## src/rtl/cj.sv

```systemverilog
// Commit-stream co-simulation checker.
// Buffers golden-model commit records and compares each core commit against
// the oldest buffered record. Maintains the tohost status word, a sticky
// mismatch flag and a count of commits that compared equal.
module cj #(
  parameter int unsigned     XLEN        = 64,
  parameter int unsigned     DEPTH       = 8,
  parameter logic [XLEN-1:0] TOHOST_ADDR = 'h8000_1000
) (
  input  logic            clock,
  input  logic            reset,
  // core commit record
  input  logic            dut_valid,
  input  logic [XLEN-1:0] dut_pc,
  input  logic [31:0]     dut_inst,
  input  logic            dut_wen,
  input  logic [4:0]      dut_rd,
  input  logic [XLEN-1:0] dut_wdata,
  // golden-model record
  input  logic            ref_valid,
  output logic            ref_ready,
  input  logic [XLEN-1:0] ref_pc,
  input  logic [31:0]     ref_inst,
  input  logic            ref_wen,
  input  logic [4:0]      ref_rd,
  input  logic [XLEN-1:0] ref_wdata,
  // committed store
  input  logic            st_valid,
  input  logic [XLEN-1:0] st_addr,
  input  logic [XLEN-1:0] st_data,
  // external override
  input  logic            set_valid,
  input  logic [63:0]     set_value,
  // status
  output logic [63:0]     tohost,
  output logic            mismatch,
  output logic [63:0]     commit_count
);

  localparam int unsigned AW = (DEPTH > 1) ? $clog2(DEPTH) : 1;
  // record layout: {pc, inst, wen, rd, wdata}
  localparam int unsigned RW = 2 * XLEN + 38;

  localparam logic [63:0] CodePc    = 64'h21;
  localparam logic [63:0] CodeInst  = 64'h23;
  localparam logic [63:0] CodeWdata = 64'h25;
  localparam logic [63:0] CodeEmpty = 64'h27;
  localparam logic [63:0] CodeRd    = 64'h29;

  logic [RW-1:0] mem_q [DEPTH];
  logic [RW-1:0] mem_d [DEPTH];
  logic [AW:0]   wr_ptr_q, wr_ptr_d;
  logic [AW:0]   rd_ptr_q, rd_ptr_d;
  logic [63:0]   tohost_q, tohost_d;
  logic          mismatch_q, mismatch_d;
  logic [63:0]   count_q, count_d;

  logic          full, empty, done, push, cmp, pop, err;
  logic [63:0]   err_code;
  logic [RW-1:0] head, ref_rec;
  logic [XLEN-1:0] h_pc, h_wdata;
  logic [31:0]   h_inst;
  logic          h_wen;
  logic [4:0]    h_rd;
  logic          st_hit;

  assign ref_rec = {ref_pc, ref_inst, ref_wen, ref_rd, ref_wdata};
  assign head    = mem_q[rd_ptr_q[AW-1:0]];
  assign {h_pc, h_inst, h_wen, h_rd, h_wdata} = head;

  // Occupancy flags: the extra pointer bit separates full from empty.
  always_comb begin
    empty = (wr_ptr_q == rd_ptr_q);
    full  = (wr_ptr_q[AW] != rd_ptr_q[AW]) && (wr_ptr_q[AW-1:0] == rd_ptr_q[AW-1:0]);
  end

  assign ref_ready = !full;
  assign done      = tohost_q[0];
  assign push      = ref_valid && !full;
  assign cmp       = dut_valid && !done;
  assign pop       = cmp && !empty;
  assign st_hit    = st_valid && (st_addr == TOHOST_ADDR) && (st_data != '0) && !done;

  // Prioritised compare of the core record against the FIFO head.
  always_comb begin
    err_code = '0;
    if (empty) begin
      err_code = CodeEmpty;
    end else if (dut_pc != h_pc) begin
      err_code = CodePc;
    end else if (dut_inst != h_inst) begin
      err_code = CodeInst;
    end else if ((dut_wen != h_wen) || (dut_wen && (dut_rd != h_rd))) begin
      err_code = CodeRd;
    end else if (dut_wen && (dut_rd != 5'd0) && (dut_wdata != h_wdata)) begin
      err_code = CodeWdata;
    end
    err = cmp && (err_code != '0);
  end

  // FIFO next state: write at the tail, advance the head on a compare.
  always_comb begin
    mem_d    = mem_q;
    wr_ptr_d = wr_ptr_q;
    rd_ptr_d = rd_ptr_q;
    if (push) begin
      mem_d[wr_ptr_q[AW-1:0]] = ref_rec;
      wr_ptr_d = wr_ptr_q + 1'b1;
    end
    if (pop) begin
      rd_ptr_d = rd_ptr_q + 1'b1;
    end
  end

  // Status next state: override beats compare error beats tohost store.
  always_comb begin
    tohost_d   = tohost_q;
    mismatch_d = mismatch_q;
    count_d    = count_q;
    if (set_valid) begin
      tohost_d = set_value;
    end else if (err) begin
      tohost_d = err_code;
    end else if (st_hit) begin
      tohost_d = 64'(st_data);
    end
    if (err) begin
      mismatch_d = 1'b1;
    end
    if (cmp && !err) begin
      count_d = count_q + 64'd1;
    end
  end

  // State registers, cleared asynchronously by reset.
  always_ff @(posedge clock or negedge reset) begin
    if (!reset) begin
      for (int i = 0; i < int'(DEPTH); i++) begin
        mem_q[i] <= '0;
      end
      wr_ptr_q   <= '0;
      rd_ptr_q   <= '0;
      tohost_q   <= '0;
      mismatch_q <= 1'b0;
      count_q    <= '0;
    end else begin
      mem_q      <= mem_d;
      wr_ptr_q   <= wr_ptr_d;
      rd_ptr_q   <= rd_ptr_d;
      tohost_q   <= tohost_d;
      mismatch_q <= mismatch_d;
      count_q    <= count_d;
    end
  end

  assign tohost       = tohost_q;
  assign mismatch     = mismatch_q;
  assign commit_count = count_q;

endmodule

```

## config.mk

```make
export PLATFORM = sky130hd
export DESIGN_NAME = cj
export DESIGN_NICKNAME = d
export VERILOG_FILES = /design/src/rtl/cj.sv
export SDC_FILE = /design/constraint.sdc
export NUM_CORES = 2
export LEC_CHECK = 0
export CORE_MARGIN = 2
export CORE_UTILIZATION = 52
export CTS_CLUSTER_DIAMETER = 120
export DETAILED_ROUTE_END_ITERATION = 6
export PLACE_DENSITY = 0.85
export SYNTH_ARGS = -nofsm -noshare
export SYNTH_HDL_FRONTEND = slang
export SYNTH_SLANG_ARGS = --single-unit
```

## constraint.sdc

```tcl
create_clock -name clock -period 4.1 [get_ports clock]
set_input_delay 0.615 -clock clock [delete_from_list [all_inputs] [get_ports clock]]
set_output_delay 0.615 -clock clock [all_outputs]
set_load 0.02 [all_outputs]
```

# Word level (Yosys, flattened, before mapping)
# Index checks and enable logic that the tools add are counted.
[word_totals] romBits=0 ramBits=0 n_memories=0 regBits=1465 latch_bits=0 output_inout_bits=130
[op_classes] div=0 n_bitwise=2 order_cmp=3 n_reduce_logical=22 mul=0 n_eq_ne=9 n_mux=14 shifts=0 n_addsub=3
[ops] operator="$bwmux W1328" n=1
[ops] operator="$bmux W166 S3" n=1
[ops] operator="$demux W166 S3" n=1
[ops] operator="$mux W166" n=3
[ops] operator="$mux W64" n=3
[ops] operator="$ne A64 B64 Y1" n=2
[ops] operator="$reduce_bool A64 Y1" n=2
[ops] operator="$add A64 B1 Y64 const B" n=1
[ops] operator="$eq A64 B32 Y1 const B" n=1
[ops] operator="$ne A32 B32 Y1" n=1
[ops] operator="$mux W6" n=5
[ops] operator="$logic_and A1 B1 Y1" n=13
[ops] operator="$add A4 B1 Y4 const B" n=2
[ops] operator="$ge A4 B4 Y1 const B" n=2
[ops] operator="$not A3 Y4" n=2
[ops] operator="$ne A5 B5 Y1" n=1
[ops] operator="$reduce_bool A5 Y1" n=1
[ops] operator="$eq A4 B4 Y1" n=1
[ops] operator="$logic_not A1 Y1" n=4
[ops] operator="$lt A4 B1 Y1 const B" n=1
[ops] operator="$eq A3 B3 Y1" n=1
[ops] operator="$reduce_bool A3 Y1" n=1
[ops] operator="$ne A1 B1 Y1" n=2
[ops] operator="$logic_or A1 B1 Y1" n=1

# Logic depth before layout (Yosys ltp)
[logic_depth] word_depth=15 mapped_depth=18 ltp_nobuf=10

# Worst setup path before layout
# OpenSTA, ideal clock, no wires.
[synth_path] path_kind="reg-to-reg" startpoint="register rd_ptr_q[0]" endpoint="register tohost_q[5] (netlist: tohost[5])" setup_ps=121 stages_incl_launch_ff=15 arrival_time_ps=3826 path_buffers=5 synth_period_minus_slack_ps=3947 path_slack_ps=153 required_time_ps=3979 path_cell_list="dfrtp_1 buf_2 buf_4 inv_2 buf_1 clkbuf_1 mux2i_1 xnor2_1 nor4_1 nand4_1 or4_4 nor4_4 o21ai_2 buf_4 o22a_1"
[synth_between] elab_chain_len=15 word_cells_on_any_way=23 classes_between="eq/ne (6); mux (10); bitwise (1); reduce/logical (6)"
[synth_rtl] item="from (decl)" line="53" source="logic [AW:0] rd_ptr_q, rd_ptr_d;"
[synth_rtl] item="from (signal assigned)" line="149" source="rd_ptr_q <= rd_ptr_d;"
[synth_rtl] item="$not A3 Y4 (not written as such)" line="68" source="assign head = mem_q[rd_ptr_q[AW-1:0]];"
[synth_rtl] item="$bmux W166 S3" line="68"
[synth_rtl] item="$mux W166 (not written as such) (2 in a row)" line="68"
[synth_rtl] item="$ne A64 B64 Y1 / $ne A5 B5 Y1 (equally long branches)" line="95, 93"
[synth_rtl] item="$logic_and A1 B1 Y1, on equally long branches" line="95, 93"
[synth_rtl] item="$mux W6 / $logic_or A1 B1 Y1 (equally long branches)" line="95, 93"
[synth_rtl] item="$mux W6" line="93" source="end else if ((dut_wen != h_wen) || (dut_wen && (dut_rd != h_rd))) begin"
[synth_rtl] item="$mux W6" line="91" source="end else if (dut_inst != h_inst) begin"
[synth_rtl] item="$mux W6" line="89" source="end else if (dut_pc != h_pc) begin"
[synth_rtl] item="$mux W6 (*)" line="87" source="if (empty) begin"
[synth_rtl] item="$reduce_bool A64 Y1" line="98" source="err = cmp && (err_code != '0);"
[synth_rtl] item="$logic_and A1 B1 Y1" line="98"
[synth_rtl] item="$mux W64" line="122" source="end else if (err) begin"
[synth_rtl] item="$mux W64" line="120" source="if (set_valid) begin"
[synth_rtl] item="to (signal assigned)" line="150" source="tohost_q <= tohost_d;"
[synth_rtl] item="to (decl)" line="54" source="logic [63:0] tohost_q, tohost_d;"
# Every way passes the cells marked *; elsewhere a longest branch is shown, timed or not. The select of a mux whose other input is x is not followed.
# A chain may end at the register's enable or synchronous reset.

# Worst setup path after layout
[layout_path] startpoint="register rd_ptr_q[1]" endpoint="register count_q[53] (netlist: commit_count[53])"
[layout_between] elab_chain_len=15 word_cells_on_any_way=22 classes_between="eq/ne (6); mux (8); bitwise (1); reduce/logical (7)"
[layout_rtl] item="$not A3 Y4 (not written as such)" line="68"
[layout_rtl] item="$bmux W166 S3" line="68"
[layout_rtl] item="$mux W166 (not written as such) (2 in a row)" line="68"
[layout_rtl] item="$ne A64 B64 Y1 / $ne A5 B5 Y1 (equally long branches)" line="95, 93"
[layout_rtl] item="$logic_and A1 B1 Y1, on equally long branches" line="95, 93"
[layout_rtl] item="$mux W6 / $logic_or A1 B1 Y1 (equally long branches)" line="95, 93"
[layout_rtl] item="$mux W6" line="93"
[layout_rtl] item="$mux W6" line="91"
[layout_rtl] item="$mux W6" line="89"
[layout_rtl] item="$mux W6 (*)" line="87"
[layout_rtl] item="$reduce_bool A64 Y1 (*)" line="98"
[layout_rtl] item="$logic_and A1 B1 Y1 (*)" line="98"
[layout_rtl] item="$logic_not A1 Y1 (*)" line="130" source="if (cmp && !err) begin"
[layout_rtl] item="$logic_and A1 B1 Y1 (*)" line="130"
[layout_rtl] item="to (signal assigned)" line="152" source="count_q <= count_d;"
[layout_rtl] item="to (decl)" line="56" source="logic [63:0] count_q, count_d;"
# Marks and branches as above.

==> flow_summary_export.csv <==
group,metric,value,unit
logic_synthesis,syn_area,0.0676,mm^2
clock_network,clock-root-buffer,"clkbuf_16",
power_and_ir_drop,ir_worst_vdd,468,uV
placement,dp_hpwl,130,mm
run,maxCapViolations,0,
floorplan,dieArea,0.133,mm^2
grt,antenna_found_initial,43,
route,routed_via_density,6.11,
timing,rsz0062_at_grt,"yes",
clock_network,cts_tree,"yes",
grt,grt_max_degree,125,
floorplan,start_util,52.3,%
grt,grt_pass1_vias,46100,
timing,fin_ws,-0.343,ns
logic_synthesis,synth_area_leader_cell,"dfrtp_1",
logic_synthesis,synth_edf_count,0,
run_status,violations,"setup timing",
layout,seq_area,0.0367,mm^2
timing,min_period,4.44,ns
layout,nFillCells,8888,
timing,worst_pin_slew,1.17,ns
clock_network,ctsLongestPathBuffers,3,
layout,layout-drive-gt1-share,39.8,%
layout,final_net_count,5883,
logic_synthesis,ys_types,61,
floorplan,rows,132,
timing,slew_headroom,22.3,%
worst_setup_path,critical_path_required,4.82,ns
clock_network,cts_sinks,1465,
logic_synthesis,synth_seq_cells,1465,
grt,grt_overflow,0,
worst_setup_path,crit_fanout,8,
clock_network,clk_pin_slew,0.06,ns
route,drc,0,
route,initialDrtViolationCount,3916,
timing,period_share,108,%
floorplan,die_w,365,um
logic_synthesis,ys_seq_area_share,54.2,%
worst_setup_path,crit_path_end_kind,"register",
worst_setup_path,cp-start-kind,"register",
route,ant_nets,0,
clock_network,h-tree-depth,4,
placement,port-buffer-count,659,
layout,area_growth,24.6,%
timing,fmax,0.225,GHz
logic_synthesis,synth.area.top_cells,"dfrtp_1 (54%), mux2_2 (23%), mux4_2 (6.6%), mux2i_1 (5.8%), xnor2_1 (1.8%)",
timing,setup_viol,128,
worst_setup_path,path_class,"register to register",
timing,fin_skew,0.0469,ns
layout,finish.utilization,65.1,%
logic_synthesis,syn-num-nets,5085,
floorplan,die_h,365,um
timing,hold_viol,0,
logic_synthesis,syn_area_per_cell,14.8,um^2
worst_setup_path,crit_arrival,5.16,ns
route,wl,200,mm
route,wl_per_cell,27.6,um
clock_network,cts_buffers,154,
timing,drv_slew,0,
grt,grt_pass1_wl,295,mm
power_and_ir_drop,powerDensity,800,mW/mm^2
clock_network,clkLatencyLatePin,0.82,ns
placement,place_congestion,0.932,
route,drtPass1Iterations,5,
placement,place_ws,-0.486,ns
worst_setup_path,worstPathCellList,"buf_6 > mux4_2 > mux2i_1 > buf_4 > xnor2_2 > nor4_2 > buf_4 > nand4_1 > or4_1 > or4_4 > nor4_4 > buf_6 > clkbuf_16 > nand4_1 > xnor2_1",
logic_synthesis,ys_warn_count,0,
route,vias,44300,
floorplan,core-area,0.129,mm^2
worst_setup_path,slowest_delay,0.69,ns
floorplan,pin_count,660,
logic_synthesis,synth_top_flop_cell,"dfrtp_1",
worst_setup_path,crit_slowest_cell,"or4_4",
run_status,status,"complete, but fails checks",
logic_synthesis,synth_top_area_share,54.2,%
logic_synthesis,async_reset_ff_share,100,%
grt,grt_usage,29.6,%
layout,multi_input_area,0.0300,mm^2
worst_hold_path,min_path_type,"primary input to register",
logic_synthesis,synth_cells,4552,
power_and_ir_drop,power_leakage,36.1,nW
kinds of logic after synthesis:
logic type,count (synthesis),synth area share [%]
fa+ha+maj,3,0.0555
flops,1465,54.2
xor+xnor,215,2.79
buf+inv,300,2.22
mux,1952,35.1
compound gates,255,2.67
simple gates,362,2.94
worst max-delay path, delay by kind of cell (launching register included):
kind	cells	cell delay, ns
flops	1	0.52
simple gates	6	2.03
mux	2	0.64
buf+inv	5	0.82
xor+xnor	2	0.32
stage by stage:
step / std cells / setup TNS [ns] / hold WS (ns) / cell area [um^2] / total power [mW]
2_1_floorplan: 4552 / 0 / 0.319 / 67600 / 42.9
3_3_place_gp: 6883 / -40.70 / 0.472 / 77600 / 50.5
3_5_place_dp: 6883 / -51.18 / 0.465 / 77600 / 51.8
4_1_cts: 7172 / -21.52 / 0.284 / 83200 / 67.0
5_1_grt: 7233 / -49.15 / 0.328 / 84200 / 70.6
6_report: 7251 / -28.98 / 0.333 / 84200 / 67.3
registers in the layout, summed over array words and instances, names as in the netlist:
signal,flops
mem_q,1328
rd_ptr_q,4
commit_count,64
wr_ptr_q,4
mismatch,1
tohost,64
cell usage after synthesis, drive strengths merged, types with 34 or more instances:
cell    instances
nand3          36
xnor2         138
nand4          62
nor4           44
and3           34
clkbuf         97
xor2           77
mux2         1361
mux4          198
o21ai          70
buf           195
a22oi          40
nand2         101
a221oi         40
dfrtp        1465
mux2i         393
layout by cell type (no fill, tap or decap), drive strengths merged, types with 40 or more instances in the layout:
cell type and count:
nand4 62, buf 265, a221oi 40, a22oi 40
clkbuf 232, mux2i 393, nor4 44, nand2 101
mux2 1361, xor2 77, o21ai 71, dfrtp 1465
mux4 198, clkdlybuf4s50 657, xnor2 138
power breakdown:
group	total (mW)	switching (mW)	leakage [nW]	internal [mW]
Clock	14.5	6.03	2.59	8.43
Sequential	24.8	3.53	17.7	21.3
Combinational	28.1	12.3	15.8	15.8
per-layer routing:
layer	part of all wire, %	global-route usage, %	routed length, um
met5	0.13	0	255
met2	48	47.1	95600
met4	4.8	13.7	9550
met1	40	38.8	79400
met3	7.7	6.80	15500
final timing paths:
check | start | to | slack [ns] | cells after the start
setup / recovery | rd_ptr_q[1] | commit_count[53] | -0.34 | 15
max in group asynchronous | reset | mem_q[980] | 2.36 | 3
hold reg to reg | commit_count[63] | commit_count[63] | 0.47 | 1
min in group asynchronous | reset | mem_q[1167] | 0.41 | 2
setup reg to reg | rd_ptr_q[1] | commit_count[53] | -0.34 | 15
hold / removal | set_valid | tohost[9] | 0.33 | 3
cell type report:
type	count	share of cell area, %
Inverter	8	0.0386
Tap cell	1742	2.59
Multi-Input combinational cell	2788	35.6
Timing Repair Buffer	933	11.8
Clock buffer	224	5.38
Antenna cell	35	0.104
Sequential cell	1465	43.5
Clock inverter	56	0.862
what timing repair did:
item | 4_1_cts | 5_1_grt
resized for setup | 46 | 90
pin swaps | 12 | 51
hold buffers | 1 | 0
gates cloned | 3 | 10
buffers inserted | 5 | 35
endpoints found under the hold margin | 83 | 0
setup endpoints to repair | 129 | 129
(Power assumes the default switching activity.)
